## config.mk

```make
export PLATFORM = sky130hd
export DESIGN_NAME = dm_load_unit
export DESIGN_NICKNAME = d
export VERILOG_FILES = /design/src/rtl/dm_load_unit_pkg.sv /design/src/rtl/dm_load_ext.sv /design/src/rtl/dm_load_unit.sv
export SDC_FILE = /design/constraint.sdc
export NUM_CORES = 1
export LEC_CHECK = 0
export BUFFER_PORTS_ARGS = -buffer_cell sky130_fd_sc_hd__buf_4
export CAP_MARGIN = 25
export CORE_MARGIN = 1.5
export CORE_UTILIZATION = 25
export CTS_CLUSTER_DIAMETER = 100
export DETAILED_ROUTE_END_ITERATION = 16
export HOLD_SLACK_MARGIN = 0.12
export RECOVER_POWER = 25
export SYNTH_ARGS = -nofsm -noshare
export SYNTH_HDL_FRONTEND = slang
export SYNTH_SLANG_ARGS = --single-unit
```

## constraint.sdc

```tcl
create_clock -name clk -period 2.7 [get_ports clk]
set_clock_uncertainty 0.15 [all_clocks]
set_input_delay 0.54 -clock clk [delete_from_list [all_inputs] [get_ports clk]]
set_output_delay 0.54 -clock clk [all_outputs]
set_load 0.005 [all_outputs]
```

## src/rtl/dm_load_unit_pkg.sv

```systemverilog
// Shared encodings for the load unit: access sizes, error codes, FSM states.
package dm_load_unit_pkg;

    localparam logic [1:0] SEL_WORD = 2'b00;
    localparam logic [1:0] SEL_HALF = 2'b01;
    localparam logic [1:0] SEL_BYTE = 2'b10;

    localparam logic [1:0] LD_ERR_NONE  = 2'b00;
    localparam logic [1:0] LD_ERR_ALIGN = 2'b01;
    localparam logic [1:0] LD_ERR_BUS   = 2'b10;

    typedef enum logic [1:0] {
        ST_IDLE = 2'b00,
        ST_REQ  = 2'b01,
        ST_WAIT = 2'b10,
        ST_DONE = 2'b11
    } state_t;

    function automatic logic is_misaligned(input logic [1:0] sel, input logic [1:0] addr);
        return ((sel == SEL_WORD) && (addr != 2'b00)) || ((sel == SEL_HALF) && addr[0]);
    endfunction

endpackage

```

## src/rtl/dm_load_ext.sv

```systemverilog
// Selects the addressed byte/halfword/word of a read word and sign- or zero-extends it.
// Purely combinational.
module dm_load_ext
    import dm_load_unit_pkg::*;
(
    input  logic [31:0] rdata,
    input  logic [1:0]  addr,
    input  logic [1:0]  sel,
    input  logic        sgn,
    output logic [31:0] data
);

    logic [15:0] half_sel;
    logic [7:0]  byte_sel;

    always_comb begin
        half_sel = addr[1] ? rdata[31:16] : rdata[15:0];
        case (addr)
            2'd0:    byte_sel = rdata[7:0];
            2'd1:    byte_sel = rdata[15:8];
            2'd2:    byte_sel = rdata[23:16];
            default: byte_sel = rdata[31:24];
        endcase
        case (sel)
            SEL_HALF: data = {{16{sgn & half_sel[15]}}, half_sel};
            SEL_BYTE: data = {{24{sgn & byte_sel[7]}}, byte_sel};
            default:  data = rdata;
        endcase
    end

endmodule

```

## src/rtl/dm_load_unit.sv

```systemverilog
// Single-outstanding load unit: word-aligned memory read, extraction/extension,
// misalignment and bus-timeout errors, flush discards the in-flight result.
module dm_load_unit
    import dm_load_unit_pkg::*;
#(
    parameter int TIMEOUT = 16
) (
    input  logic        clk,
    input  logic        reset,
    input  logic        ld_valid,
    output logic        ld_ready,
    input  logic [31:0] ld_addr,
    input  logic [1:0]  ld_sel,
    input  logic        ld_signed,
    input  logic        flush,
    output logic        busy,
    output logic        mem_rd_req,
    output logic [31:0] mem_rd_addr,
    input  logic        mem_rd_ready,
    input  logic        mem_rd_rvalid,
    input  logic [31:0] mem_rd_rdata,
    output logic        ld_done,
    output logic [31:0] ld_data,
    output logic        ld_err,
    output logic [1:0]  ld_err_code
);

    localparam int CW = $clog2(TIMEOUT + 1);

    state_t        state;
    logic [1:0]    addr_lo;
    logic [1:0]    sel_q;
    logic          sgn_q;
    logic [CW-1:0] cnt;
    logic          discard;
    logic [31:0]   ext_data;

    dm_load_ext u_ext (
        .rdata (mem_rd_rdata),
        .addr  (addr_lo),
        .sel   (sel_q),
        .sgn   (sgn_q),
        .data  (ext_data)
    );

    // State-decoded so an asynchronous reset clears them without a clock edge.
    assign ld_ready   = (state == ST_IDLE);
    assign busy       = (state != ST_IDLE);
    assign mem_rd_req = (state == ST_REQ);
    assign ld_done    = (state == ST_DONE) && !discard;

    always_ff @(posedge clk or negedge reset) begin
        if (!reset) begin
            state       <= ST_IDLE;
            addr_lo     <= 2'b00;
            sel_q       <= SEL_WORD;
            sgn_q       <= 1'b0;
            cnt         <= '0;
            discard     <= 1'b0;
            mem_rd_addr <= 32'h0;
            ld_data     <= 32'h0;
            ld_err      <= 1'b0;
            ld_err_code <= LD_ERR_NONE;
        end else begin
            case (state)
                ST_IDLE: begin
                    if (ld_valid) begin
                        addr_lo <= ld_addr[1:0];
                        sel_q   <= ld_sel;
                        sgn_q   <= ld_signed;
                        discard <= 1'b0;
                        if (is_misaligned(ld_sel, ld_addr[1:0])) begin
                            ld_err      <= 1'b1;
                            ld_err_code <= LD_ERR_ALIGN;
                            state       <= ST_DONE;
                        end else begin
                            mem_rd_addr <= {ld_addr[31:2], 2'b00};
                            state       <= ST_REQ;
                        end
                    end
                end
                ST_REQ: begin
                    // The request is never withdrawn; a flush only marks the result for discard.
                    if (flush) discard <= 1'b1;
                    if (mem_rd_ready) begin
                        cnt   <= '0;
                        state <= ST_WAIT;
                    end
                end
                ST_WAIT: begin
                    if (flush) discard <= 1'b1;
                    if (mem_rd_rvalid) begin
                        if (!(discard || flush)) begin
                            ld_data     <= ext_data;
                            ld_err      <= 1'b0;
                            ld_err_code <= LD_ERR_NONE;
                        end
                        state <= ST_DONE;
                    end else if (cnt == CW'(TIMEOUT)) begin
                        if (!(discard || flush)) begin
                            ld_data     <= 32'h0;
                            ld_err      <= 1'b1;
                            ld_err_code <= LD_ERR_BUS;
                        end
                        state <= ST_DONE;
                    end else begin
                        cnt <= cnt + 1'b1;
                    end
                end
                default: begin
                    discard <= 1'b0;
                    state   <= ST_IDLE;
                end
            endcase
        end
    end

endmodule
```

Yosys cells after proc, flatten, opt, wreduce, memory -nomap -nowiden
Cells that the tools add are included.
{ "totals": {"reg_bits": 78, "output_inout_bits": 71, "elab_cells": 88} }
{ "op_classes": {"add_sub_neg": 1, "eq_ne": 17, "mux": 34, "n_bitwise": 4, "reduce_logical": 22} }
{ "ops": {"columns": ["operator", "count"], "rows": [
  ["32-bit 2-to-1 mux", 4],
  ["32-bit one-hot mux with 2 select lines", 1],
  ["8-bit one-hot mux with 3 select lines", 1],
  ["2-bit 2-to-1 mux", 11],
  ["16-bit 2-to-1 mux", 1],
  ["5-bit 2-to-1 mux", 3],
  ["5-bit one-hot mux with 2 select lines", 1],
  ["2-bit nonzero test", 5],
  ["3-bit AND reduction", 3],
  ["2-bit by 1-bit == test with 1-bit output, second input constant", 4],
  ["2-bit == test, second input constant", 4],
  ["1-bit 2-to-1 mux", 8],
  ["2-bit != test, second input constant", 4],
  ["2-bit zero test", 3],
  ["2-bit by 1-bit != test with 1-bit output, second input constant", 3],
  ["2-bit one-hot mux with 3 select lines", 1],
  ["5-bit by 1-bit adder with 5-bit output, second input constant", 1],
  ["5-bit == test, second input constant", 1],
  ["5-bit AND reduction", 1],
  ["1-bit one-hot mux with 2 select lines", 2],
  ["2-bit one-hot mux with 2 select lines", 1],
  ["2-bit AND reduction", 2],
  ["4-bit AND reduction", 1],
  ["1-bit logical AND", 3],
  ["6 further kinds", 9]
]} }

Longest topological paths before layout
Gate-level depths: netlist of run 1.
{ "depth": {"ltp_word": 6, "mapped_depth": 8, "mapped_depth_nobuf": 6} }

Cells and area by module
Synthesis of run 1 repeated with hierarchy kept, for this count alone.
{ "unflattened": {"cells_unflattened": 342, "area_unflattened_um2": 4033.9} }
{ "modules_own_cells": {"columns": ["module", "n_inst", "cells_per_inst", "area_per_inst_um2", "seq_area_each_um2"], "rows": [
  ["dm_load_unit", 1, 231, 3303.2, 1951.9],
  ["dm_load_ext", 1, 111, 730.7, 0.0]
]} }

Worst setup path before layout of run 1
OpenSTA, ideal clock, no wires.
{ "synth_timing": {"kind": "register to register", "start": "register state[0]", "end": "register mem_rd_addr[11]", "arrival_time_ns": 1.729, "slack_ns": 0.696, "stages_incl_launch_ff": 7, "n_path_buf": 1, "period_less_slack_ns": 2.004, "cell_sequence": "dfrtp_1 > inv_1 > ha_1 > nand2_1 > o21ba_2 > buf_2 > mux2_2"} }
{ "synth_via": {"elab_chain_cells": 2} }
{ "synth_rtl": {"columns": ["item", "line_no", "text"], "rows": [
  ["start: declaration", "dm_load_unit.sv:30", "state_t state;"],
  ["start signal: assignment", "dm_load_unit.sv:54", "state <= ST_IDLE;"],
  ["start signal: assignment", "dm_load_unit.sv:75", "state <= ST_DONE;"],
  ["start signal: assignment", "dm_load_unit.sv:78", "state <= ST_REQ;"],
  ["2-bit zero test", null, null],
  ["named net ld_ready", "dm_load_unit.sv:11", "output logic ld_ready,"],
  ["3-bit AND reduction (no source line)", null, null],
  ["end signal: assignment", "dm_load_unit.sv:77", "mem_rd_addr <= {ld_addr[31:2], 2'b00};"],
  ["end: declaration", "dm_load_unit.sv:18", "output logic [31:0] mem_rd_addr,"]
]} }
The timed path passes the listed nets, and every way through them passes these cells.
A chain may end at the register's enable or synchronous reset.

Final worst setup path of run 1
{ "layout_timing": {"start": "register sel_q[0]", "end": "register ld_data[25]"} }
{ "layout_via": {"elab_chain_cells": 4} }
{ "layout_rtl": {"columns": ["item", "line_no", "text"], "rows": [
  ["start: declaration", "dm_load_unit.sv:32", "logic [1:0] sel_q;"],
  ["start signal: assignment", "dm_load_unit.sv:69", "sel_q <= ld_sel;"],
  ["2-bit == test or 2-bit by 1-bit == test with 1-bit output (tied branches)", "dm_load_ext.sv:24", "case (sel)"],
  ["32-bit one-hot mux with 2 select lines *", "dm_load_ext.sv:24", null],
  ["32-bit 2-to-1 mux *", "dm_load_unit.sv:93", "if (!(discard || flush)) begin"],
  ["32-bit 2-to-1 mux *", "dm_load_unit.sv:92", "if (mem_rd_rvalid) begin"],
  ["end signal: assignment", "dm_load_unit.sv:94", "ld_data <= ext_data;"],
  ["end: declaration", "dm_load_unit.sv:23", "output logic [31:0] ld_data,"]
]} }
Mark *: on every way between the ends. The rest lies on a longest branch, timed or not. The select of a mux whose other input is x is not followed.

==> flow_summary.rst, run 1 <==
.. list-table::
   :header-rows: 1

   * - Metric
     - Value
   * - Status
     - complete, no violations
   * - GR peak layer
     - met2
   * - Post-DR wirelength/cell
     - 16.6 um
   * - Max frequency
     - 404 MHz
   * - Area of the die
     - 15,600 um^2
   * - Core Rows
     - 44
   * - Number of antenna violations at the first check in global routing
     - 0
   * - Dominant cell type by area after synthesis
     - dfrtp_1
   * - Count of nets left with antenna violations after detail routing
     - 0
   * - Area contributors post-synth
     - dfrtp_1 (52%), mux2_2 (12%), a221o_1 (6.7%)
   * - Non-Filler Instances
     - 634
   * - Launch instance of the worst register-to-register path
     - sel_q[0]
   * - Synthesis-stage register bit count
     - 78
   * - Endpoint with the worst hold slack
     - sgn_q
   * - Worst reg2reg setup slack
     - 0.22 ns
   * - M3 GR Usage
     - 3.55%
   * - Pins Over Slew Limit
     - 0
   * - Reg-to-reg endpoint
     - ld_data[25]
   * - First-pass detailed-route iteration total
     - 6
   * - Class of the most critical hold timing path
     - in2reg
   * - Synth cell count leaders
     - dfrtp_1 (78), mux2_2 (40), a221o_1 (25), o21ai_0 (19), o211ai_1 (16)
   * - Cell depth of the worst flop-to-flop path
     - 5
   * - Worst hold path startpoint
     - ld_signed
   * - Post-Place Cells
     - 617
   * - RSZ-0062 raised after global routing
     - no
   * - Number of sinks handled by clock tree synthesis
     - 78
   * - Detailed Place HPWL
     - 8.03 mm
   * - Width of the chip
     - 125 um
   * - Fraction of the core area covered by cells at the end of the flow
     - 36.4%
   * - Combined global-route utilization of all metal layers
     - 13.4%
   * - Average size of a mapped cell
     - 12.1 um^2
   * - Startpoint type of the worst setup path
     - register
   * - Remaining design rule violation count
     - 0
   * - Grt met2 use
     - 21.0%
   * - Starting density of the core
     - 25.6%
   * - Vertical extent of the die
     - 125 um
   * - Worst-case vdd ir drop
     - 0.000324 V
   * - Vias per Instance
     - 4.80
   * - GR Layer Usage met1
     - 18.0%
   * - Final Routed Wirelength
     - 10.5 mm
   * - Synthesized cell area
     - 3720 um^2
   * - Cell with the most instances after synthesis
     - dfrtp_1
   * - Data arrival time of the critical path
     - 2.53 ns
   * - Sequential-to-total area share from yosys stat
     - 52.5%
   * - Top flip-flop cell by instance count after synthesis
     - dfrtp_1
   * - Antenna cells
     - 0
   * - Share of async-settable or async-resettable flops after synthesis
     - 100%
   * - Fraction of post-synthesis cell area in the top cell type by area
     - 52.5%
   * - Via count of the routed design
     - 3,043
   * - CTS tree
     - yes
   * - Post-synth cell types
     - 44
   * - Core ar.
     - 14,500 um^2
   * - Minimum hold slack
     - 0.285 ns
   * - Measured slew at the worst slew-check pin
     - 0.885 ns
   * - Pin count of the biggest net entering global routing
     - 44
   * - Clock tree root buffer cell
     - clkbuf_16
   * - Number of buffers between clock root and the deepest sink
     - 2
   * - Critical Path RT
     - 2.76 ns
   * - CTS clock-pin slew for the worst setup and hold paths
     - 0.06 ns
   * - Number of port buffers
     - 141
   * - H-tree depth
     - 3
   * - Number of hold violations in the final report
     - 0
   * - Cell area power density
     - 1090 nW/um^2
   * - # nets final
     - 526
   * - Cell depth of the worst min-delay path
     - 2
   * - Number of synthesized flops with an enable pin
     - 0
   * - Via count of the first global-routing pass
     - 3,124
   * - RePlAce Congestion
     - 0.830
   * - Post-Synthesis Cells
     - 307
   * - Headroom to the max-slew limit
     - 41.0%
   * - Type of the worst setup path
     - reg2reg
   * - Number of I/O pins
     - 144
   * - Leakage power total
     - 2.41 nW
   * - Setup TNS Final
     - 0 ns
   * - Period minus WS final
     - 2.48 ns
   * - Layout-stage area growth over the synthesis result
     - 42.1%
   * - Number of failing setup endpoints in the final timing report
     - 0
   * - Overall power
     - 5.78 mW
   * - Wire length of the first global-routing pass
     - 16.7 mm
   * - Crit end category
     - register
   * - Overflow after GRT
     - 0
   * - Max-cap viol count
     - 0
   * - Largest fanout on the critical path
     - 19
   * - TritonCTS Buffers
     - 9
   * - Count of warnings emitted by yosys
     - 0
   * - Share of the cycle needed by the critical path after routing
     - 91.7%
   * - Share of layout cells above drive strength 1
     - 46.0%
   * - Violation count after the first detailed-route iteration
     - 178
   * - Clock latency on the worst-skew pair
     - 0.34 ns
stage by stage:
step / instance area, um^2 / setup slack (ns)
floorplan: 3720 / 0.696
global placement: 4970 / 0.389
detailed placement: 4970 / 0.219
CTS: 5290 / 0.184
global route: 5290 / 0.0866
finish: 5290 / 0.225
state kept, by name, summed over array words and instances (netlist names):
| register | flops |
|---|---|
| ld_data | 32 |
| cnt | 5 |
| ld_err_code | 2 |
| mem_rd_addr | 30 |
| ld_err | 1 |
| discard | 1 |
| state | 2 |
| sgn_q | 1 |
| sel_q | 2 |
| addr_lo | 2 |
report_power, final:
part | switching, mW | leakage (nW) | internal (mW) | total [mW]
Clock | 0.460 | 0.146 | 0.765 | 1.23
Combinational | 1.12 | 1.30 | 1.39 | 2.51
Sequential | 0.355 | 0.969 | 1.69 | 2.04
layout make-up:
cell class | count | area (um^2)
fill | 1463 | 9250
tap | 184 | 230
clock inverter | 3 | 42.5
sequential | 78 | 1950
clock buffer | 13 | 260
inverter | 12 | 45.0
timing repair buffer | 148 | 1140
multi-input combinational | 196 | 1620
cell families after synthesis:
logic type	Yosys count	synth area share (%)
AOI/OAI and AO/OA	92	19.1
DFF	78	52.5
other	1	0.101
buffers and inverters	34	4.14
and+or+nand+nor	45	6.86
muxes	49	14.6
adders and majority gates	8	2.69
worst max-delay path: stages (launching register included):
cell and delay [ns]:
dfrtp_1 0.37, inv_1 0.05, ha_1 0.50, clkinv_1 0.52, o2111a_2 0.45, a221o_1 0.30
how the worst max path moves through the flow:
| stage | startpoint | endpoint | slack [ns] | cells past startpoint |
|---|---|---|---|---|
| 6_report | sel_q[0] | ld_data[25] | 0.22 | 5 |
| 5_1_grt | sel_q[0] | ld_data[21] | 0.09 | 5 |
| 4_1_cts | sel_q[0] | ld_data[6] | 0.18 | 5 |
| 3_5_place_dp | sel_q[0] | ld_data[3] | 0.22 | 5 |
| 3_3_place_gp | sel_q[0] | ld_data[6] | 0.39 | 5 |
| 2_1_floorplan | state[0] | mem_rd_addr[11] | 0.70 | 6 |
cells in the final DEF, fill, tap and decap left out, types with 2 or more instances in the layout:
| cell | n |
|---|---|
| a21oi_1 | 8 |
| a221o_1 | 25 |
| a221oi_1 | 7 |
| a22o_1 | 2 |
| and4b_1 | 2 |
| buf_12 | 2 |
| buf_4 | 123 |
| clkbuf_1 | 2 |
| clkbuf_16 | 9 |
| clkbuf_4 | 21 |
| clkbuf_8 | 2 |
| conb_1 | 2 |
| dfrtp_1 | 78 |
| ha_1 | 8 |
| inv_1 | 11 |
| mux2_1 | 3 |
| mux2_2 | 40 |
| mux2i_1 | 6 |
| nand2_1 | 14 |
| nand2b_1 | 6 |
| nand3_1 | 2 |
| nor2_1 | 3 |
| nor2b_1 | 9 |
| nor3_1 | 2 |
| o211ai_1 | 16 |
| o21ai_0 | 19 |
| o21bai_1 | 2 |
| o22a_1 | 2 |
| o22ai_1 | 2 |
| o41ai_1 | 2 |
per-layer routing:
layer  wire [um]  vias to the layer above  part of all wire [%]
met5           0                        -                     0
met4         193                        0                   1.8
met3         590                       12                   5.6
met2        4950                      100                    47
met1        4790                     1493                    45
li1            -                     1438                     -
what timing repair did:
action | 4_1_cts | 5_1_grt
endpoints found under the setup margin | 0 | 5
resized for setup | 0 | 1
buffers inserted | 0 | 0
hold endpoints to repair | 35 | 0
hold buffers | 1 | 0
Power figures use the tool's default switching activity.
==> run 2, diff against run 1 <==
--- a/config.mk
+++ b/config.mk
@@ -8,10 +8,11 @@
 export BUFFER_PORTS_ARGS = -buffer_cell sky130_fd_sc_hd__buf_4
 export CAP_MARGIN = 25
 export CORE_MARGIN = 1.5
-export CORE_UTILIZATION = 25
+export CORE_UTILIZATION = 49
 export CTS_CLUSTER_DIAMETER = 100
 export DETAILED_ROUTE_END_ITERATION = 16
 export HOLD_SLACK_MARGIN = 0.12
+export PLACE_DENSITY = 0.8
 export RECOVER_POWER = 25
 export SYNTH_ARGS = -nofsm -noshare
 export SYNTH_HDL_FRONTEND = slang
==> flow_summary.rst, run 2 (synthesis gave the netlist of run 1 again) <==
.. list-table::
   :header-rows: 1

   * - Metric
     - Value
   * - Final instance area
     - 5030 um^2 (-4.8%)
   * - Cts repair resizes
     - 0 (unchanged)
   * - Detailed Place HPWL
     - 7.14 mm (-11%)
   * - Minimum hold slack
     - 0.258 ns (-0.0262 ns)
   * - Wire length of the first global-routing pass
     - 15.3 mm (-8.5%)
   * - Remaining design rule violation count
     - 0 (unchanged)
   * - Clock tree root buffer cell
     - clkbuf_8
   * - Share of the cycle needed by the critical path after routing
     - 90.4% (-1.3 points)
   * - Vertical extent of the die
     - 90.1 um (-28%)
   * - Cells along the critical path
     - inv_1 -> ha_1 -> clkinv_1 -> a21oi_1 -> a221o_1
   * - Via count of the routed design
     - 3,124 (+2.7%)
   * - Setup TNS Final
     - 0 ns (unchanged)
   * - Share of layout cells above drive strength 1
     - 45.7% (-0.34 points)
   * - TritonCTS Buffers
     - 9 (unchanged)
   * - CTS clock-pin slew for the worst setup and hold paths
     - 0.08 ns (+0.02 ns)
   * - First-pass detailed-route iteration total
     - 4 (-2)
   * - Post-DR wirelength/cell
     - 17.2 um (+3.9%)
   * - Starting density of the core
     - 51.0% (+25 points)
   * - Number of sinks handled by clock tree synthesis
     - 78 (unchanged)
   * - Final-layout fill cell count
     - 576 (-61%)
   * - Registers with the highest flip-flop counts
     - ld_data x32, mem_rd_addr x30, cnt x5
   * - Measured slew at the worst slew-check pin
     - 1.12 ns (+0.236 ns)
   * - Core ar.
     - 7290 um^2 (-50%)
   * - Number of buffers between clock root and the deepest sink
     - 2 (unchanged)
   * - Worst-case vdd ir drop
     - 0.000517 V (+60%)
   * - Via count of the first global-routing pass
     - 3,055 (-2.2%)
   * - Combined global-route utilization of all metal layers
     - 23.6% (+10 points)
   * - Clock latency on the worst-skew pair
     - 0.34 ns (about the same)
   * - Number of antenna violations at the first check in global routing
     - 0 (unchanged)
   * - Overflow after GRT
     - 0 (unchanged)
   * - Cell area after placement
     - 4880 um^2 (-2.0%)
   * - Leading cell type in the layout, fill and taps excluded
     - buf_4
   * - Class of the most critical hold timing path
     - in2reg
   * - Critical Path RT
     - 2.83 ns (+0.07 ns)
   * - Data arrival time of the critical path
     - 2.57 ns (+0.04 ns)
   * - Crit end category
     - register
   * - Max frequency
     - 410 MHz (+1.4%)
   * - Largest fanout on the critical path
     - 19 (unchanged)
   * - Fraction of the core area covered by cells at the end of the flow
     - 69.0% (+33 points)
   * - Startpoint type of the worst setup path
     - register
   * - Status
     - complete, no violations
   * - Type of the worst setup path
     - reg2reg
   * - RePlAce Congestion
     - 0.854 (+2.9%)
   * - # nets final
     - 527 (+0.19%)
   * - RSZ-0062 raised after global routing
     - no
   * - Violation count after the first detailed-route iteration
     - 226 (+27%)
   * - Antenna cells
     - 0 (unchanged)
   * - CTS tree
     - yes
   * - Pin count of the biggest net entering global routing
     - 46 (+4.5%)
   * - Biggest cell delay along the critical path
     - 0.61 ns (+0.09 ns)
   * - Max-cap viol count
     - 0 (unchanged)
   * - Width of the chip
     - 90.1 um (-28%)
   * - Flip-flop count of the largest register, all copies and words added
     - 32 (unchanged)
   * - Worst reg2reg setup slack
     - 0.26 ns (+0.04 ns)
   * - Commonest cells after routing, fill and taps aside
     - buf_4 (133), dfrtp_1 (78), mux2_2 (40)
   * - Core Rows
     - 31 (-30%)
   * - Non-Filler Instances
     - 548 (-14%)
   * - Number of hold violations in the final report
     - 0 (unchanged)
   * - Post-Place Cells
     - 533 (-14%)
   * - Number of failing setup endpoints in the final timing report
     - 0 (unchanged)
   * - Period minus WS final
     - 2.44 ns (-0.0352 ns)
   * - Vias per Instance
     - 5.70 (+19%)
   * - Cell area power density
     - 1040 nW/um^2 (-5.0%)
   * - Pins Over Slew Limit
     - 0 (unchanged)
   * - Count of nets left with antenna violations after detail routing
     - 0 (unchanged)
   * - Headroom to the max-slew limit
     - 25.3% (-16 points)
   * - Leakage power total
     - 2.35 nW (-2.7%)
   * - H-tree depth
     - 3 (unchanged)
   * - Final Routed Wirelength
     - 9.45 mm (-10%)
   * - Critical Path Slowest Stage Cell
     - a21oi_1
   * - Layout-stage area growth over the synthesis result
     - 35.3%
   * - Largest Register
     - ld_data
   * - Number of I/O pins
     - 144 (unchanged)
   * - Number of port buffers
     - 141 (unchanged)
   * - Area of the die
     - 8130 um^2 (-48%)
-- run 2: through the flow --
| step | power [mW] | worst slack (ns) |
|---|---|---|
| after floorplan | 3.36 | 0.696 |
| final | 5.23 | 0.260 |
| after detailed placement | 4.55 | 0.315 |
| after global routing | 5.60 | 0.0390 |
| after global placement | 4.45 | 0.440 |
| after CTS | 5.27 | 0.295 |
-- run 2: final timing paths --
path	from	end	cells past startpoint
worst min-delay path	ld_addr[7]	mem_rd_addr[7]	2
max in group asynchronous	reset	cnt[2]	3
min in group asynchronous	reset	mem_rd_addr[24]	2
worst max register to register	sel_q[0]	ld_data[3]	5
worst min register to register	ld_data[7]	ld_data[7]	2
worst max-delay path	sel_q[0]	ld_data[3]	5
-- run 2: layout make-up --
cell class	count	area (um^2)	area share, %
Clock buffer	10	128	2.54
Clock inverter	4	26.3	0.522
Inverter	12	45.0	0.895
Multi-Input combinational cell	196	1620	32.2
Sequential cell	78	1950	38.8
Tap cell	99	124	2.46
Timing Repair Buffer	149	1140	22.6
-- run 2: critical path, delay by kind of cell (launching register included) --
| family | cells | cell delay [ns] |
|---|---|---|
| flip-flops | 1 | 0.37 |
| AO/OA/AOI/OAI | 2 | 0.85 |
| adder cells (fa/ha/maj) | 1 | 0.49 |
| buffers and inverters | 2 | 0.53 |
-- run 2: metal layers --
metal  track usage [%]  wire (um)  vias to the layer above
li1                  -          -                     1441
met1              30.9       3950                     1528
met2              39.1       4670                      136
met3              3.47        594                       19
met4              10.2        234                        0
met5                 0          0                        -
-- run 2: timing repair --
item | CTS | global route
setup buffers | 0 | 0
hold buffers | 1 | 0
endpoints found under the hold margin | 44 | 0
-- run 2: power by group --
| group | leakage, nW | total, mW | internal, mW | switching, mW |
|---|---|---|---|---|
| clock network | 0.0780 | 0.724 | 0.322 | 0.402 |
| logic | 1.30 | 2.47 | 1.39 | 1.08 |
| registers | 0.969 | 2.04 | 1.69 | 0.351 |
==> run 3, diff against run 2 <==
--- a/config.mk
+++ b/config.mk
@@ -5,10 +5,11 @@
 export SDC_FILE = /design/constraint.sdc
 export NUM_CORES = 1
 export LEC_CHECK = 0
+export ABC_AREA = 1
 export BUFFER_PORTS_ARGS = -buffer_cell sky130_fd_sc_hd__buf_4
 export CAP_MARGIN = 25
 export CORE_MARGIN = 1.5
-export CORE_UTILIZATION = 49
+export CORE_UTILIZATION = 50
 export CTS_CLUSTER_DIAMETER = 100
 export DETAILED_ROUTE_END_ITERATION = 16
 export HOLD_SLACK_MARGIN = 0.12
==> flow_summary.rst, run 3 <==
.. list-table::
   :header-rows: 1

   * - Metric
     - Value
   * - Number of hold violations in the final report
     - 0 (unchanged)
   * - Leading cell type in the layout, fill and taps excluded
     - nand2_1
   * - Pre-CTS WS
     - 0.826 ns (+0.511 ns)
   * - Synth cell count leaders
     - nand2_1 (215), dfrtp_1 (78), inv_1 (68), o21ai_0 (60), nor2_1 (42)
   * - RSZ-0062 raised after global routing
     - no
   * - Synthesis-stage register bit count
     - 78 (unchanged)
   * - Clock latency on the worst-skew pair
     - 0.35 ns (about the same)
   * - Share of the cycle needed by the critical path after routing
     - 77.9% (-12 points)
   * - # nets final
     - 765 (+45%)
   * - Launch instance of the worst register-to-register path
     - addr_lo[1]
   * - Cell area after placement
     - 5130 um^2 (+5.2%)
   * - Post-Place Cells
     - 774 (+45%)
   * - Period minus WS final
     - 2.10 ns (-0.337 ns)
   * - Headroom to the max-slew limit
     - 34.3% (+9.0 points)
   * - Via count of the first global-routing pass
     - 3,810 (+25%)
   * - Net switching power
     - 2.35 mW (+28%)
   * - Internal
     - 3.34 mW (-1.6%)
   * - Core Rows
     - 32 (+3.2%)
   * - Final-layout fill cell count
     - 680 (+18%)
   * - Largest fanout on the critical path
     - 7 (-12)
   * - Class of the most critical hold timing path
     - in2reg
   * - Worst-case vdd ir drop
     - 0.000551 V (+6.5%)
   * - Clock tree root buffer cell
     - clkbuf_8
   * - Minimum hold slack
     - 0.285 ns (+0.0269 ns)
   * - Width of the chip
     - 92.7 um (+2.8%)
   * - Number of buffers between clock root and the deepest sink
     - 2 (unchanged)
   * - Remaining design rule violation count
     - 0 (unchanged)
   * - Top flip-flop cell by instance count after synthesis
     - dfrtp_1
   * - Largest Register
     - ld_data
   * - Post-synth cell types
     - 23 (-48%)
   * - Non-Filler Instances
     - 791 (+44%)
   * - H-tree depth
     - 3 (unchanged)
   * - RePlAce Congestion
     - 0.931 (+9.0%)
   * - TritonCTS Buffers
     - 9 (unchanged)
   * - Wire length of the first global-routing pass
     - 17.0 mm (+12%)
   * - Commonest cells after routing, fill and taps aside
     - nand2_1 (215), buf_4 (145), dfrtp_1 (78)
   * - First-pass detailed-route iteration total
     - 4 (unchanged)
   * - Post-layout worst setup margin
     - 0.597 ns (+0.337 ns)
   * - Combined global-route utilization of all metal layers
     - 25.1% (+1.5 points)
   * - Sequential-to-total area share from yosys stat
     - 48.6% (-3.9 points)
   * - Dominant cell type by area after synthesis
     - dfrtp_1
   * - Post-Synthesis Cells
     - 549 (+79%)
   * - Startpoint type of the worst setup path
     - register
   * - Overflow after GRT
     - 0 (unchanged)
   * - Number of antenna violations at the first check in global routing
     - 0 (unchanged)
   * - Number of sinks handled by clock tree synthesis
     - 78 (unchanged)
   * - Cells along the critical path
     - inv_1 -> ha_1 -> inv_1 -> buf_4
   * - Antenna cells
     - 0 (unchanged)
   * - Vertical extent of the die
     - 92.7 um (+2.8%)
   * - Flip-flop count of the largest register, all copies and words added
     - 32 (unchanged)
   * - Via count of the routed design
     - 3,887 (+24%)
   * - Final Routed Wirelength
     - 10.4 mm (+9.8%)
   * - Violation count after the first detailed-route iteration
     - 155 (-31%)
   * - CTS clock-pin slew for the worst setup and hold paths
     - 0.09 ns (about the same)
   * - Measured slew at the worst slew-check pin
     - 0.985 ns (-0.135 ns)
   * - Post-DR wirelength/cell
     - 13.1 um (-24%)
   * - Fraction of post-synthesis cell area in the top cell type by area
     - 48.6% (-3.9 points)
   * - Max frequency
     - 475 MHz (+16%)
   * - Post-CTS setup buffer count
     - 0 (unchanged)
   * - Pin count of the biggest net entering global routing
     - 61 (+33%)
   * - Final instance area
     - 5330 um^2 (+5.9%)
   * - Share of async-settable or async-resettable flops after synthesis
     - 100% (unchanged)
   * - Critical Path Slowest Stage Cell
     - dfrtp_1
   * - Status
     - complete, no violations
   * - Area contributors post-synth
     - dfrtp_1 (49%), nand2_1 (20%), o21ai_0 (7.5%)
   * - Biggest cell delay along the critical path
     - 0.41 ns (-0.20 ns)
   * - Leakage power total
     - 3.07 nW (+31%)
   * - Layout-stage area growth over the synthesis result
     - 32.6%
   * - Cell with the most instances on the worst path
     - inv_1
   * - Number of port buffers
     - 141 (unchanged)
   * - Number of I/O pins
     - 144 (unchanged)
   * - CTS tree
     - yes
   * - Count of warnings emitted by yosys
     - 0 (unchanged)
   * - Registers with the highest flip-flop counts
     - ld_data x32, mem_rd_addr x30, cnt x5
   * - Synthesized cell area
     - 4020 um^2 (+8.0%)
   * - Type of the worst setup path
     - reg2out
   * - Data arrival time of the critical path
     - 1.41 ns (-1.16 ns)
   * - Launch point of the critical path
     - state[1]
   * - Cell with the most instances after synthesis
     - nand2_1
   * - Max-cap viol count
     - 0 (unchanged)
   * - Crit end category
     - output pin
   * - Number of synthesized flops with an enable pin
     - 0 (unchanged)
   * - Critical Path RT
     - 2.01 ns (-0.82 ns)
   * - Count of nets left with antenna violations after detail routing
     - 0 (unchanged)
   * - Combinational Power Share
     - 48.7% (+1.5 points)
   * - Core ar.
     - 7770 um^2 (+6.5%)
   * - Cell area power density
     - 1070 nW/um^2 (+2.8%)
   * - Vias per Instance
     - 4.91 (-14%)
   * - Switching fraction of total power
     - 41.3% (+6.2 points)
   * - Pins Over Slew Limit
     - 0 (unchanged)
   * - Share of total power in sequential cells
     - 36.5% (-2.5 points)
   * - Share of layout cells above drive strength 1
     - 25.0% (-21 points)
   * - Starting density of the core
     - 51.7% (+0.71 points)
   * - Average size of a mapped cell
     - 7.32 um^2 (-40%)
   * - Worst hold path startpoint
     - ld_addr[20]
   * - Area of the die
     - 8580 um^2 (+5.6%)
   * - Proportion of power drawn by the clock network
     - 14.8% (+0.9 points)
   * - Detailed Place HPWL
     - 7.64 mm (+6.9%)
   * - Number of failing setup endpoints in the final timing report
     - 0 (unchanged)
   * - Setup TNS Final
     - 0 ns (unchanged)
-- run 3: what timing repair did --
item / 4_1_cts / 5_1_grt
hold buffers: 1 / 0
hold endpoints to repair: 36 / 0
gates resized for setup: 0 / 0
-- run 3: worst max-delay path: cells and delay by family (launching register included) --
family	cells	cell delay, ns
flip-flops	1	0.41
buffers and inverters	3	0.36
adder cells (fa/ha/maj)	1	0.30
-- run 3: final timing paths --
kind	endpoint	slack, ns	cells past startpoint
setup / recovery	busy	0.60	4
hold / removal	mem_rd_addr[20]	0.29	3
setup reg to reg	ld_data[16]	0.78	7
hold reg to reg	ld_err	0.33	2
max in group asynchronous	mem_rd_addr[6]	0.92	3
min in group asynchronous	ld_data[11]	0.74	2
-- run 3: cells by family after synthesis --
family	share of synthesized area, %
adder cells (fa/ha/maj)	2.49
other	0.0933
buffers and inverters	9.71
AND/OR/NAND/NOR	28.4
multiplexers	0.280
AO/OA/AOI/OAI	10.4
flip-flops	48.6
-- run 3: per-stage QoR --
step | util (%) | power [mW]
3_5_place_dp | 66.1 | 4.86
6_report | 68.6 | 5.69
4_1_cts | 68.6 | 5.72
5_1_grt | 68.6 | 6.21
3_3_place_gp | 66.1 | 4.76
2_1_floorplan | - | 3.65
-- run 3: layout make-up --
cell class | instances | area, um^2 | share of cell area, %
clock buffer | 11 | 151 | 2.84
inverter | 68 | 255 | 4.79
sequential | 78 | 1950 | 36.6
timing repair buffer | 148 | 1120 | 21.1
clock inverter | 5 | 38.8 | 0.728
tap | 102 | 128 | 2.39
multi-input combinational | 379 | 1680 | 31.5
-- run 3: per-layer routing --
metal | vias up | wire (um) | global-route usage (%)
met3 | 24 | 866 | 5.34
met2 | 163 | 4670 | 39.3
met5 | - | 0 | 0
met1 | 1749 | 4550 | 33.4
met4 | 0 | 291 | 11.7
li1 | 1951 | - | -
-- run 3: power groups by stage --
stage	Sequential [mW]	Clock (mW)	Combinational, mW
final	2.08	0.840	2.77
after global routing	2.15	0.919	3.15
after CTS	2.07	0.859	2.79
after detailed placement	2.08	0	2.77
after global placement	2.07	0	2.69
after floorplan	2.04	0	1.61
